## src/rtl/btn_conditioner.sv

```systemverilog
// Push-button conditioner: per-channel 2-flop synchronizer, debounce FSM,
// registered press / auto-repeat / release pulses and a clean level.
//
//   state        | meaning
//   -------------+---------------------------------------------------------
//   S_IDLE       | button released and stable, level 0
//   S_DB_PRESS   | input went high, counting stable cycles before accepting
//   S_HELD       | press accepted, level 1, auto-repeat timer running
//   S_DB_RELEASE | input went low, counting stable cycles before releasing
module btn_conditioner #(
    parameter int N_BTN           = 2,
    parameter int DEBOUNCE_CYCLES = 1000000,
    parameter int REPEAT_DELAY    = 50000000,
    parameter int REPEAT_RATE     = 10000000
) (
    input  logic             clk,
    input  logic             rst,
    input  logic [N_BTN-1:0] btn_in,
    output logic [N_BTN-1:0] btn_level,
    output logic [N_BTN-1:0] btn_pulse,
    output logic [N_BTN-1:0] btn_release
);

    localparam int RPT_MAX = (REPEAT_DELAY > REPEAT_RATE) ? REPEAT_DELAY : REPEAT_RATE;
    localparam int DB_W    = $clog2(DEBOUNCE_CYCLES);
    // Guard against a zero-width timer when auto-repeat is off and the rate is 1.
    localparam int RPT_W   = (RPT_MAX > 1) ? $clog2(RPT_MAX) : 1;

    localparam logic [DB_W-1:0]  DB_LAST    = DB_W'(DEBOUNCE_CYCLES - 1);
    localparam logic [RPT_W-1:0] DELAY_LAST = RPT_W'((REPEAT_DELAY > 0) ? REPEAT_DELAY - 1 : 0);
    localparam logic [RPT_W-1:0] RATE_LAST  = RPT_W'(REPEAT_RATE - 1);
    localparam bit               RPT_EN     = (REPEAT_DELAY != 0);

    typedef enum logic [1:0] {
        S_IDLE,
        S_DB_PRESS,
        S_HELD,
        S_DB_RELEASE
    } state_t;

    logic [N_BTN-1:0] sync1_q;
    logic [N_BTN-1:0] sync2_q;

    // Two-flop synchronizer for the asynchronous button pins.
    always_ff @(posedge clk) begin
        if (rst) begin
            sync1_q <= '0;
            sync2_q <= '0;
        end else begin
            sync1_q <= btn_in;
            sync2_q <= sync1_q;
        end
    end

    for (genvar g = 0; g < N_BTN; g++) begin : g_chan
        state_t           state_q, state_d;
        logic [DB_W-1:0]  cnt_q, cnt_d;
        logic [RPT_W-1:0] rpt_q, rpt_d;
        logic             first_q, first_d;
        logic             level_q, level_d;
        logic             pulse_q, pulse_d;
        logic             rel_q, rel_d;
        logic             sync;

        assign sync = sync2_q[g];

        // Channel state, counters and registered outputs.
        always_ff @(posedge clk) begin
            if (rst) begin
                state_q <= S_IDLE;
                cnt_q   <= '0;
                rpt_q   <= '0;
                first_q <= 1'b0;
                level_q <= 1'b0;
                pulse_q <= 1'b0;
                rel_q   <= 1'b0;
            end else begin
                state_q <= state_d;
                cnt_q   <= cnt_d;
                rpt_q   <= rpt_d;
                first_q <= first_d;
                level_q <= level_d;
                pulse_q <= pulse_d;
                rel_q   <= rel_d;
            end
        end

        // Next-state, debounce counting and auto-repeat timing.
        always_comb begin
            state_d = state_q;
            cnt_d   = cnt_q;
            rpt_d   = rpt_q;
            first_d = first_q;
            level_d = level_q;
            pulse_d = 1'b0;
            rel_d   = 1'b0;
            case (state_q)
                S_IDLE: begin
                    if (sync) begin
                        state_d = S_DB_PRESS;
                        cnt_d   = '0;
                    end
                end
                S_DB_PRESS: begin
                    // A drop always aborts, even on the final count.
                    if (!sync) begin
                        state_d = S_IDLE;
                    end else if (cnt_q == DB_LAST) begin
                        state_d = S_HELD;
                        level_d = 1'b1;
                        pulse_d = 1'b1;
                        rpt_d   = '0;
                        first_d = 1'b1;
                    end else begin
                        cnt_d = cnt_q + 1'b1;
                    end
                end
                S_HELD: begin
                    if (!sync) begin
                        state_d = S_DB_RELEASE;
                        cnt_d   = '0;
                    end else if (RPT_EN) begin
                        if (first_q && (rpt_q == DELAY_LAST)) begin
                            pulse_d = 1'b1;
                            rpt_d   = '0;
                            first_d = 1'b0;
                        end else if (!first_q && (rpt_q == RATE_LAST)) begin
                            pulse_d = 1'b1;
                            rpt_d   = '0;
                        end else begin
                            rpt_d = rpt_q + 1'b1;
                        end
                    end
                end
                S_DB_RELEASE: begin
                    // A bounce back high restarts the full repeat delay.
                    if (sync) begin
                        state_d = S_HELD;
                        rpt_d   = '0;
                        first_d = 1'b1;
                    end else if (cnt_q == DB_LAST) begin
                        state_d = S_IDLE;
                        level_d = 1'b0;
                        rel_d   = 1'b1;
                    end else begin
                        cnt_d = cnt_q + 1'b1;
                    end
                end
                default: begin
                    state_d = S_IDLE;
                end
            endcase
        end

        assign btn_level[g]   = level_q;
        assign btn_pulse[g]   = pulse_q;
        assign btn_release[g] = rel_q;
    end

endmodule

```

## config.mk

```make
export PLATFORM = sky130hd
export DESIGN_NAME = btn_conditioner
export DESIGN_NICKNAME = d
export VERILOG_FILES = /design/src/rtl/btn_conditioner.sv
export SDC_FILE = /design/constraint.sdc
export NUM_CORES = 1
export LEC_CHECK = 0
export ABC_AREA = 1
export BUFFER_PORTS_ARGS = -buffer_cell sky130_fd_sc_hd__buf_2
export CAP_MARGIN = 0
export CORE_MARGIN = 1
export CORE_UTILIZATION = 40
export DETAILED_ROUTE_END_ITERATION = 12
export PLACE_DENSITY = 0.57
export SYNTH_ARGS = -nofsm -noshare
export SYNTH_HDL_FRONTEND = slang
export SYNTH_SLANG_ARGS = --single-unit
```

## constraint.sdc

```tcl
create_clock -name clk -period 4.01 [get_ports clk]
set_input_delay 0.2005 -clock clk [delete_from_list [all_inputs] [get_ports clk]]
set_output_delay 0.2005 -clock clk [all_outputs]
set_load 0.05 [all_outputs]
```

==> results.txt, run 1 <==
Once the clock tree was built, the setup fixing pass inserted 0 buffers. Pin placement for this block handled 10 I/O pins. The diode insertion count for antenna repair came out at 0. The number of synthesized register bits is 108.

The clock transition time at the flip-flop clock pins of the worst setup and hold paths came out at around 0.08 ns. The largest individual stage delay along the critical path comes from the cell dfxtp_1. Along the worst path, the maximum fanout reaches 25.

The count of endpoints failing hold in the final timing report is 0. The endpoint identified for the worst register-to-register timing path is g_chan[0].rpt_q[12]. The width of the chip is 132 um. The share of layout cells above drive strength 1 is under 10%. The worst setup path is of the flip-flop to flip-flop kind.

In the finished design, the share of the clock period the worst path needs comes to about two thirds. The count of clock tree sinks is 108. Max-cap violations in this run came to 0. In the layout the commonest cells are nand2_1, nor2_1, inv_1, dfxtp_1, nand3_1. The minimum setup slack among reg-to-reg paths is 1.41 ns. The number of cell instances on the worst register-to-register path came out at 10. The wire length after detailed routing came out at 16.4 mm.

The wire length per cell came out at 12.3 um. The mean number of vias per cell came out at about 5. The slew at the pin closest to its max-slew limit came out at between 0.7 and 0.8 ns. The worst setup path is captured at a flip-flop. The dominant cell type by count on the critical path is nand2_1.

The time the worst path needs with I/O delays and setup is 2.60 ns. The count of buffers from port buffering is 9. The placeable core region came out at 16600 um2. The post-synthesis average cell area came out at about 6.1 um2.

The total track usage is 19.6%. The count of cells resized by post-cts repair is 0. The number of H-tree levels came out at 3. The leakage power of the design came out at 2.73 nW. In this run the critical register-to-register path is launched from g_chan[0].state_q[0]. The number of clock buffers added by TritonCTS is 9. The final layout contains 1125 nets. The maximum buffer depth of the clock tree is 2. The top achievable clock speed is 385 MHz. Global routing consumed, on the met3 layer, 2.85% of the routing resources.

The final core area utilization is 43.5%. The global routing stage identified its most utilized layer as met2. The setup-violating endpoint count in the final report came out at 0. The worst endpoint required time is roughly 4.3 ns. After synthesis the cells add up to 6800 um2. After filler insertion, the fill cell instance count of the layout stands at 1848.

For this design, the CTS-stage hold fixing added 0 buffers. The worst clock skew is 0.00840 ns. The worst ir drop on vdd is 0.249 mV. The first global-routing pass estimated approximately 28 mm of wire.

The post-synthesis instance total is between 1k and 1.5k. The tightest hold path in the finished design has a slack of 0.0447 ns. The global-route congestion overflow total came out at 0. The commonest non-fill, non-tap cell in the layout is nand2_1. The number of synthesized flops with an enable pin came out at 0. Setup repair after global routing left no endpoint under its margin. Relative to the synthesized area, the layout overhead comes to 6.20%.

The Yosys step of the flow raised 0 warnings. The total power per unit cell area is about 430 nW/um2. The total count of max-transition violations in the final report is 0. In this run the most critical hold path is launched from btn_in[1]. The clock insertion delay at the later pin of the skew report is 0.36 ns. The number of nets with antenna violations after detailed routing is 0.

TritonCTS built the clock tree. Once detailed placement completed, the half-perimeter wirelength came to 11.9 mm. The final-layout setup total negative slack came out at 0 ns. The proportion of synthesized chip area in sequential cells came out at 31.8%.

The number of nets handed over by synthesis was 1134. The flip-flop and latch area is 2160 um2. Sorting the synthesized cells by area gives the leading types as dfxtp_1, nand2_1, nor2_1, nand3_1, inv_1. The number of distinct library cells after synthesis came out at 43. The met2 capacity usage during global routing is 31.5%.

The die boundary height came out at 132 um. Walking the worst path, the cells encountered are inv_1 > ha_1 > inv_1 > nand2_1 > a21oi_1 > nand2_4 > clkinv_2 > nand2_1 > nand2_1 > nor2_1. The multi-input combinational cells in the finished layout cover a total of approximately 3900 um2. For the worst setup path, the data arrival time is ~2.8 ns.

After the first detailed-routing iteration, the DRC count stood at 426. The number of search-and-repair iterations in the first detailed-routing pass is 5. The met1 global-route usage is 26.9%. The launching element of the worst setup path is g_chan[0].state_q[0]. The largest area contributor in the synthesized netlist is dfxtp_1. The fraction of registers with async set or reset after synthesis came out at 0%.

In this run the worst hold path is classified as input pin to flip-flop. The starting density of the core is about two fifths. The via count of the first global-routing pass is 5904. The site row count is 47. The most used flip-flop cell after synthesis is dfxtp_1.

The share of Yosys cell area claimed by the top area cell type is between 30% and 40%. The largest net degree at the start of global routing came out at 46. The flow ran to the end, and the final reports show no timing, DRC or antenna violations. After detailed routing, the number of remaining DRC violations is 0. The area of the die came out at around 18000 um2.

In this design, the stage delay of the slowest critical-path cell is 0.42 ns. The final RePlAce weighted congestion came out at 0.894. STA classifies the critical path startpoint as a flip-flop. Clock tree synthesis selected as its root buffer the cell clkbuf_16. Following the worst setup path forward leads to its endpoint at g_chan[0].rpt_q[12]. The count of vias placed by the detailed router came out at between 6k and 7k. In this run the tightest slew margin relative to its limit is between 50% and 60%.

The initial antenna violation count came to 0.
[cells in the mapped netlist (all sizes together), types with 10 or more instances]
cell type and n:
nand2 316, nor2 220, inv 134, dfxtp 108
nand3 101, a21oi 60, o21ai 44, nor3 30
buf 23, nand4 18, xor2 15, ha 12
clkbuf 10
[flip-flops by register name, summed over array words and instances, names as in the netlist, named ones only]
name            count
g_chan.rpt_q       52
g_chan.cnt_q       40
g_chan.first_q      2
g_chan.level_q      2
g_chan.pulse_q      2
g_chan.rel_q        2
g_chan.state_q      2
sync1_q             2
sync2_q             2
[per-stage QoR]
step	power, W	std cells	area [um2]	setup WS (ns)
global placement	0.00220	1318	6920	1.48
CTS	0.00314	1334	7220	1.41
global route	0.00332	1334	7220	1.08
finish	0.00311	1334	7220	1.41
floorplan	0.00209	1118	6800	2.27
detailed placement	0.00220	1318	6920	1.41
[cell type report]
type,instances,area share [%]
Clock buffer,10,3.17
Clock inverter,6,1.01
Inverter,137,7.21
Multi-Input combinational cell,840,53.8
Sequential cell,108,29.9
Tap cell,220,3.81
Timing Repair Buffer,13,1.04
[cells by family (layout without fill, tap and decap cells)]
| family | count (synthesis) | count (layout) | synth area share (%) |
|---|---|---|---|
| adders and majority gates | 12 | 12 | 2.21 |
| AOI/OAI and AO/OA | 107 | 107 | 8.04 |
| DFF | 108 | 108 | 31.8 |
| xor gates and xnor gates | 18 | 18 | 2.32 |
| buffers and inverters | 170 | 166 | 11.0 |
| and+or+nand+nor | 703 | 703 | 44.6 |
[worst min-delay path by stage]
stage | to | slack, ns | cells after the start
after floorplan | sync1_q[0] | 0.31 | 2
after global placement | sync2_q[1] | 0.39 | 2
after detailed placement | sync2_q[0] | 0.40 | 2
after CTS | sync1_q[1] | 0.03 | 3
after global routing | sync1_q[1] | 0.05 | 3
final | sync1_q[1] | 0.04 | 3
[metal layers]
layer | routed length [um] | vias up
li1 | - | 3492
met1 | 8500 | 2957
met2 | 7310 | 82
met3 | 445 | 12
met4 | 193 | 0
met5 | 0 | -
[critical path: cells and delay by family (launching register included)]
kind                     cells  cell delay, ns
AND/OR/NAND/NOR              5            1.01
adder cells (fa/ha/maj)      1            0.24
AO/OA/AOI/OAI                1            0.22
buffers and inverters        3            0.58
flip-flops                   1            0.42
[report_power, final]
part	internal, W	switching (W)
Clock	0.000491	0.000440
Combinational	0.000240	0.000761
Sequential	0.00112	0.0000522
(Power assumes the default switching activity.)
==> run 2: changes to the inputs <==
--- a/config.mk
+++ b/config.mk
@@ -5,13 +5,13 @@
 export SDC_FILE = /design/constraint.sdc
 export NUM_CORES = 1
 export LEC_CHECK = 0
-export ABC_AREA = 1
+export ABC_AREA = 0
 export BUFFER_PORTS_ARGS = -buffer_cell sky130_fd_sc_hd__buf_2
 export CAP_MARGIN = 0
 export CORE_MARGIN = 1
 export CORE_UTILIZATION = 40
 export DETAILED_ROUTE_END_ITERATION = 12
-export PLACE_DENSITY = 0.57
+export PLACE_DENSITY = 0.59
 export SYNTH_ARGS = -nofsm -noshare
 export SYNTH_HDL_FRONTEND = slang
 export SYNTH_SLANG_ARGS = --single-unit
==> constraint.sdc (replaced) <==
create_clock -name clk -period 2.3 [get_ports clk]
set_input_delay 0.115 -clock clk [delete_from_list [all_inputs] [get_ports clk]]
set_output_delay 0.115 -clock clk [all_outputs]
set_load 0.05 [all_outputs]
==> run 2 against run 1 <==
Effect of this change: clock-buffer cell count grew 5; non-clock buffer count grew 54; clock skew shrank 0.0026 ns; utilization grew 4.4 points; fmax grew 16%; sequential power grew 72%; synthesized area shrank 14%; combinational power grew 39%; synthesized cell count shrank 37%; largest power group unchanged.
==> results.txt, run 2 <==
The post-synthesis instance total came out at approximately 700. The fraction of registers with async set or reset after synthesis is 0%. The max-capacitance violation count came out at 0. The clock transition time at the flip-flop clock pins of the worst setup and hold paths came out at 0.07 ns. Between clock sinks in the finished design, the worst skew comes to 0.00584 ns.

The site row count is 43. The setup check on the worst reg-to-reg path leaves a slack of between 0.06 and 0.07 ns. The count of unresolved DRC violations after routing is 0. The number of distinct library cells after synthesis is 60.

The met3 routing resource usage after global routing is roughly 2.9%. The post-synthesis average cell area is 8.25 um2. After global routing the overflow that remains totals 0. The via count of the first global-routing pass is 5119. In this run the worst hold path is classified as input pin to flip-flop. The floorplan step defined a die boundary enclosing 15000 um2. The relative slew slack is between 60% and 70%. After global routing, the most crowded layer is met2. TritonCTS built the clock tree. The wire length per cell is 15.2 um.

The data arrival at the endpoint of the critical path is 2.53 ns. Sorting the synthesized cells by how often they occur yields dfxtp_1, a21oi_1, nand2_1. The diode insertion count for antenna repair is 0.

The met2 capacity usage during global routing came out at 32.2%. The number of flip-flops in the largest register is 52. The starting density of the core is between 40% and 50%. Once placement completed, the tool counted placed cells totaling roughly 910. The final RePlAce weighted congestion is 0.883.

The HPWL after detailed placement is around 10 mm. The post-route cell area is roughly 6700 um2. The final layout contains 765 nets.

The count of clock tree sinks came out at 108. The number of nets with antenna violations after detailed routing came out at 0. The total power is approximately 0.0050 W. At the pin with the least slew margin, the transition time is 0.589 ns. In this run the power density over the cells is 742 nW/um2. The number of synthesized flops with an enable pin is 0.

The time the worst path needs with I/O delays and setup came out at 2.24 ns. The count of buffers from port buffering came out at 9. The portion of the clock cycle consumed by the worst path in the final layout is 97.3%. The number of H-tree levels is 3. After the first detailed-routing iteration, the DRC count stood at 275. The region available for standard cell placement spans around 14000 um2. The worst endpoint required time is 2.59 ns.

The leakage power of the design came out at 2.17 nW. In this run, synthesis produced a sequential element count of between 100 and 150. The width of the chip came out at 123 um. The count of endpoints failing hold in the final timing report is 0.

For this run, the leading register cell type out of synthesis is dfxtp_1. Ranked by total cell area, the synthesized netlist is headed by dfxtp_1, a21oi_1, nand4_1, or4_1, o21ai_0. Sequential cells were found to cover approximately 37% of the synthesized design area. The number of buffers inserted during clock tree synthesis came out at 9. For this run, the number of Yosys warnings is 0. The commonest non-fill, non-tap cell in the layout is dfxtp_1. The share of Yosys cell area claimed by the top area cell type is between 30% and 40%. Setup total negative slack on the finished layout was measured at 0 ns. The worst setup path is captured at a flip-flop.

No sink is reached through more buffers than the 2 on the longest clock path. The worst setup path is of the flip-flop to flip-flop kind. For this block, the via count after detailed routing is ~5.5k. The library cells used most frequently in the layout, excluding fill and tap cells, are dfxtp_1, a21oi_1, buf_4, nand2_1, nor2_1.

The mapped netlist covers 5810 um2. The post-route netlist has 14.2% of its cells at a drive strength greater than 1. The cell sitting at the root of the clock tree is a clkbuf_16.

The total count of max-transition violations in the final report came out at 0. The first global-routing pass estimated 24.0 mm of wire. The largest registers in the layout are g_chan.rpt_q x52, g_chan.cnt_q x40. The largest register by flop count is g_chan.rpt_q. Before antenna repair, the detailed router went through 5 iterations.

In the routed layout, each cell is associated on average with a via count of 5.93. The top achievable clock speed came out at 447 MHz. Summed over all layers, the routed wires come to 14.2 mm.

Global routing consumed, on the met1 layer, 26.6% of the routing resources. The total track usage is 19.9%. The die is 123 um tall. The worst ir drop on vdd is about 0.45 mV. Entering global routing, the biggest net connects between 40 and 50 pins. The initial antenna violation count is 0. The area growth from synthesis to final layout came out at 15.7%. The number of ports placed on the die boundary came out at 10. By instance count, the leading cell after synthesis is dfxtp_1. STA classifies the critical path startpoint as a flip-flop. The clock insertion delay at the later pin of the skew report came out at 0.36 ns. The maximum net fanout on the critical path is 3. For this run, the number of standard cells in the final layout without fillers is between 900 and 1k. The flow ran to the end, and the final reports show no timing, DRC or antenna violations. The number of nets produced by synthesis came out at 721. Setup violations remaining at the end of the flow were counted as 0.

Of all cell types, the one taking the most synthesized area is dfxtp_1. In this run the cell area measured after placement is 6320 um2.
## run 2: repair_timing
| item | CTS | global route |
|---|---|---|
| hold buffers | 2 | 0 |
| gates resized for setup | 3 | 9 |
| pin swaps | 1 | 2 |
| endpoints found under the hold margin | 2 | 0 |
| buffers inserted | 0 | 5 |
| cloned | 0 | 0 |
| setup endpoints to repair | 22 | 30 |
## run 2: logic make-up (layout without fill, tap and decap cells)
logic type                 Yosys count  after routing  share of synthesized area [%]
muxes                                5              5                          0.861
buffers and inverters               56            105                           4.28
AOI/OAI and AO/OA                  165            165                           18.1
and+or+nand+nor                    335            335                           33.3
DFF                                108            108                           37.2
xor gates and xnor gates            24             24                           3.62
adders and majority gates           12             12                           2.58
## run 2: power breakdown
group / switching, W / internal, W
combinational: 0.000862 / 0.000527
sequential: 0.0000666 / 0.00194
clock: 0.000685 / 0.000907
## run 2: path summary, 6_finish.rpt
check,cells after the start,startpoint,end
worst min-delay path,2,rst,g_chan[1].first_q
worst max-delay path,8,flip-flop,g_chan[0].rpt_q[12]
worst min register to register,1,sync1_q[1],sync2_q[1]
worst max register to register,8,flip-flop,g_chan[0].rpt_q[12]
## run 2: metal layers
metal | up-vias | share of wire (%)
met1 | 2668 | 49
met2 | 84 | 46
li1 | 2765 | -
met5 | - | 0
met4 | 0 | 1.8
met3 | 18 | 3.3
## run 2: metrics by stage
stage | hold slack [ns] | worst slack, ns | utilization [%]
after floorplan | 0.243 | 0.00972 | -
after global placement | 0.331 | 0.0438 | 45.0
after detailed placement | 0.328 | -0.0625 | 45.0
after CTS | 0.0682 | 0.0138 | 47.3
after global routing | 0.0794 | -0.0369 | 47.9
final | 0.0637 | 0.0618 | 47.9
## run 2: area by class of cell
class / count / area, um2
timing repair buffer: 67 / 498
sequential: 108 / 2170
clock inverter: 1 / 30.0
clock buffer: 15 / 268
multi-input combinational: 541 / 3450
inverter: 22 / 82.6
fill: 1369 / 7320
tap: 180 / 225
## run 2: worst max-delay path, cell delays in order, from the launching register on
cell,delay [ns]
dfxtp_2,0.34
inv_1,0.06
ha_2,0.17
or3_4,0.39
a221oi_4,0.33
buf_4,0.19
nand4_4,0.09
or4_4,0.50
a21oi_2,0.12
==> run 3: changes to the inputs <==
--- a/config.mk
+++ b/config.mk
@@ -8,10 +8,12 @@
 export ABC_AREA = 0
 export BUFFER_PORTS_ARGS = -buffer_cell sky130_fd_sc_hd__buf_2
 export CAP_MARGIN = 0
+export CELL_PAD_IN_SITES_DETAIL_PLACEMENT = 1
+export CELL_PAD_IN_SITES_GLOBAL_PLACEMENT = 1
 export CORE_MARGIN = 1
 export CORE_UTILIZATION = 40
 export DETAILED_ROUTE_END_ITERATION = 12
-export PLACE_DENSITY = 0.59
+export PLACE_DENSITY = 0.73
 export SYNTH_ARGS = -nofsm -noshare
 export SYNTH_HDL_FRONTEND = slang
 export SYNTH_SLANG_ARGS = --single-unit
==> run 3 against run 2 <==
Effect of this change: fmax fell by 1.6%; via count rose by 2.4%; clock-buffer cell count fell by 6; worst setup slack got worse by 0.036 ns; global-route usage rose by 3.3 points; non-clock buffer count fell by 5; design area rose by 1.4%; power rose by 6.3%; sequential power barely moved; register-to-register slack got worse by 0.04 ns; sequential share of layout area fell by 0.40 points.
==> results.txt, run 3 (synthesized netlist as in run 2, its figures left out) <==
The area of the die came out at 15000 um2. met2 is the most crowded layer. The placeable core region is 14000 um2.

Port buffering added 9 buffers. The run finished with clean final reports. At the pin with the least slew margin, the transition time is 0.603 ns. At the worst endpoint, the required time is 2.61 ns. The number of search-and-repair iterations in the first detailed-routing pass is 4.

The floorplan step set the die width to 123 um. Wires add up to 16.6 mm. The violation count after the first detailed-routing iteration is 286. Final hold analysis gives a worst-case slack of about 0.016 ns. The post-route netlist has between 15 and 20% of its cells at a drive strength greater than 1. Once detail routing completed, the nets flagged for antenna violations numbered 0. The final RePlAce weighted congestion came out at 0.821.

The number of flip-flops in the largest register is 52. The worst ir drop on vdd came out at 0.430 mV. Traced cell by cell, the critical path runs through ha_1 > or3_4 > a221oi_4 > buf_6 > nand4_4 > or4_4 > a21oi_2. The largest register by flop count is g_chan.rpt_q.

The setup-violating endpoint count in the final report is 0. The critical path is of the flip-flop to flip-flop type. The area growth from synthesis to final layout is 17.2%. The site row count came out at 43. The die boundary height came out at 123 um. The total count of max-transition violations in the final report is 0. Max-cap violations in this run came to 0. In this run the worst path has a maximum fanout of 4. The top achievable clock speed is 440 MHz.

In the global route stage, met1 resource usage came out at 29.2%. The largest net degree at the start of global routing is 46. In this run the tightest slew margin relative to its limit is 59.8%. The maximum buffer depth of the clock tree came out at 2.

The number of ports placed on the die boundary is 10. The number of buffers inserted during clock tree synthesis is 9. The number of antenna diodes in the final layout is 0.

The first-pass GRT wire length came out at 27.8 mm. The initial antenna violation count came out at 0. The startpoint identified for the worst hold timing path is btn_in[0].

The met3 routing resource usage after global routing came out at 4.93%. The min-delay analysis places its worst path in the category input pin to flip-flop. The clock transition time at the flip-flop clock pins of the worst setup and hold paths came out at 0.08 ns. The worst register-to-register path begins at g_chan[0].state_q[0]. The library cells used most frequently in the layout, excluding fill and tap cells, are dfxtp_1, a21oi_1, nand2_1, nor2_1, buf_4.

The minimum setup slack among reg-to-reg paths came out at 0.03 ns. Setup repair after global routing could not meet its margin everywhere. The time the worst path needs with I/O delays and setup came out at 2.27 ns. The HPWL after detailed placement is 11.7 mm.

The count of endpoints failing hold in the final timing report came out at 0. On the worst path, the slowest cell contributes a delay of 0.50 ns. The met2 capacity usage during global routing came out at 40.0%. STA puts the critical path data arrival time at 2.58 ns.

TritonCTS built the clock tree. The critical path starts at g_chan[0].state_q[0]. The endpoint type of the worst setup path is a flip-flop.

The total track usage came out at 23.2%. The commonest non-fill, non-tap cell in the layout is dfxtp_1. The via count of the first global-routing pass came out at ~5.8k. The slowest library cell on the worst path is or4_4.

The worst setup path is launched from a flip-flop. The count of unresolved DRC violations after routing came out at 0. The clock insertion delay at the later pin of the skew report is 0.37 ns. The worst clock skew came out at between 0.009 and 0.01 ns.

The global-route congestion overflow total came out at 0. The H-tree generated during clock tree synthesis spans 3 levels. The count of clock tree sinks came out at around 110.

Counting the fill cells in the layout gives roughly 1.7k. Cells fill 48.5% of the core in the end. The largest delay contributor family on the critical path is simple AND/OR/NAND/NOR gates. The initial utilization of the core area, before any placement, comes to 41.4%. The wire length per cell came out at 17.8 um. The root buffer cell chosen for the clock tree is clkbuf_16. The mean number of vias per cell is 6.10. For this design the static power due to leakage is 2.21 nW. The largest registers in the layout are g_chan.rpt_q x52, g_chan.cnt_q x40. The number of nets in the layout is 761. The portion of the clock cycle consumed by the worst path in the final layout came out at between 90% and 100%. The total power per unit cell area is between 700 and 800 nW/um2. The count of vias placed by the detailed router is 5670. Counting both buffers and inverters, the worst setup path holds a total of 1.
[run 3: changes by cell type in the layout (fill, tap and decap cells not counted), moves of 3 or more]
cell and delta:
a21oi_2 +4, clkbuf_1 -4, or4_1 -3, a21oi_1 -4, buf_4 -8, or4_4 +3
buf_6 +3
[run 3: metal layers]
metal	wire length (um)	up-vias	part of all wire [%]
li1	-	2752	-
met3	392	19	2.4
met1	7790	2836	47
met2	8180	63	49
met5	0	-	0
met4	214	0	1.3
[run 3: final cells by class]
class	count	area [um2]	area share (%)
clock buffer	9	225	3.30
multi-input combinational	542	3520	51.6
inverter	22	85.1	1.25
clock inverter	6	113	1.65
tap	180	225	3.30
sequential	108	2170	31.8
timing repair buffer	62	482	7.07
[run 3: worst paths after layout]
path                               to  cells past startpoint
hold / removal             sync1_q[0]                      2
hold reg to reg            sync2_q[0]                      1
setup reg to reg  g_chan[0].rpt_q[12]                      7
setup / recovery  g_chan[0].rpt_q[12]                      7
[run 3: where the power goes]
part	internal, W	switching [W]
registers	0.00194	0.0000783
clock network	0.00106	0.000730
logic	0.000552	0.000938
[run 3: worst reg2reg max path: cells and delay by family (launching register included)]
kind,cells,cell delay [ns]
AO/OA/AOI/OAI,2,0.51
adder cells (fa/ha/maj),1,0.22
buffers and inverters,1,0.16
flip-flops,1,0.37
AND/OR/NAND/NOR,3,0.97
[run 3: metrics by stage]
step                worst slack, ns  TNS, ns  instance area, um2  std cells  total power, W
finish                       0.0259        0                6820        929         0.00530
CTS                          0.0187        0                6710        926         0.00526
global route                -0.0466   -0.259                6820        929         0.00556
floorplan                   0.00972        0                5830        705         0.00291
global placement             0.0633        0                6310        907         0.00334
detailed placement          -0.0470   -0.295                6310        907         0.00341
[run 3: timing repair]
action	in CTS	in global routing
hold buffers	1	0
cloned	0	1
gates resized for setup	10	22
endpoints found under the hold margin	1	0
setup endpoints to repair	15	30
buffers inserted	4	2
pin swaps	5	7
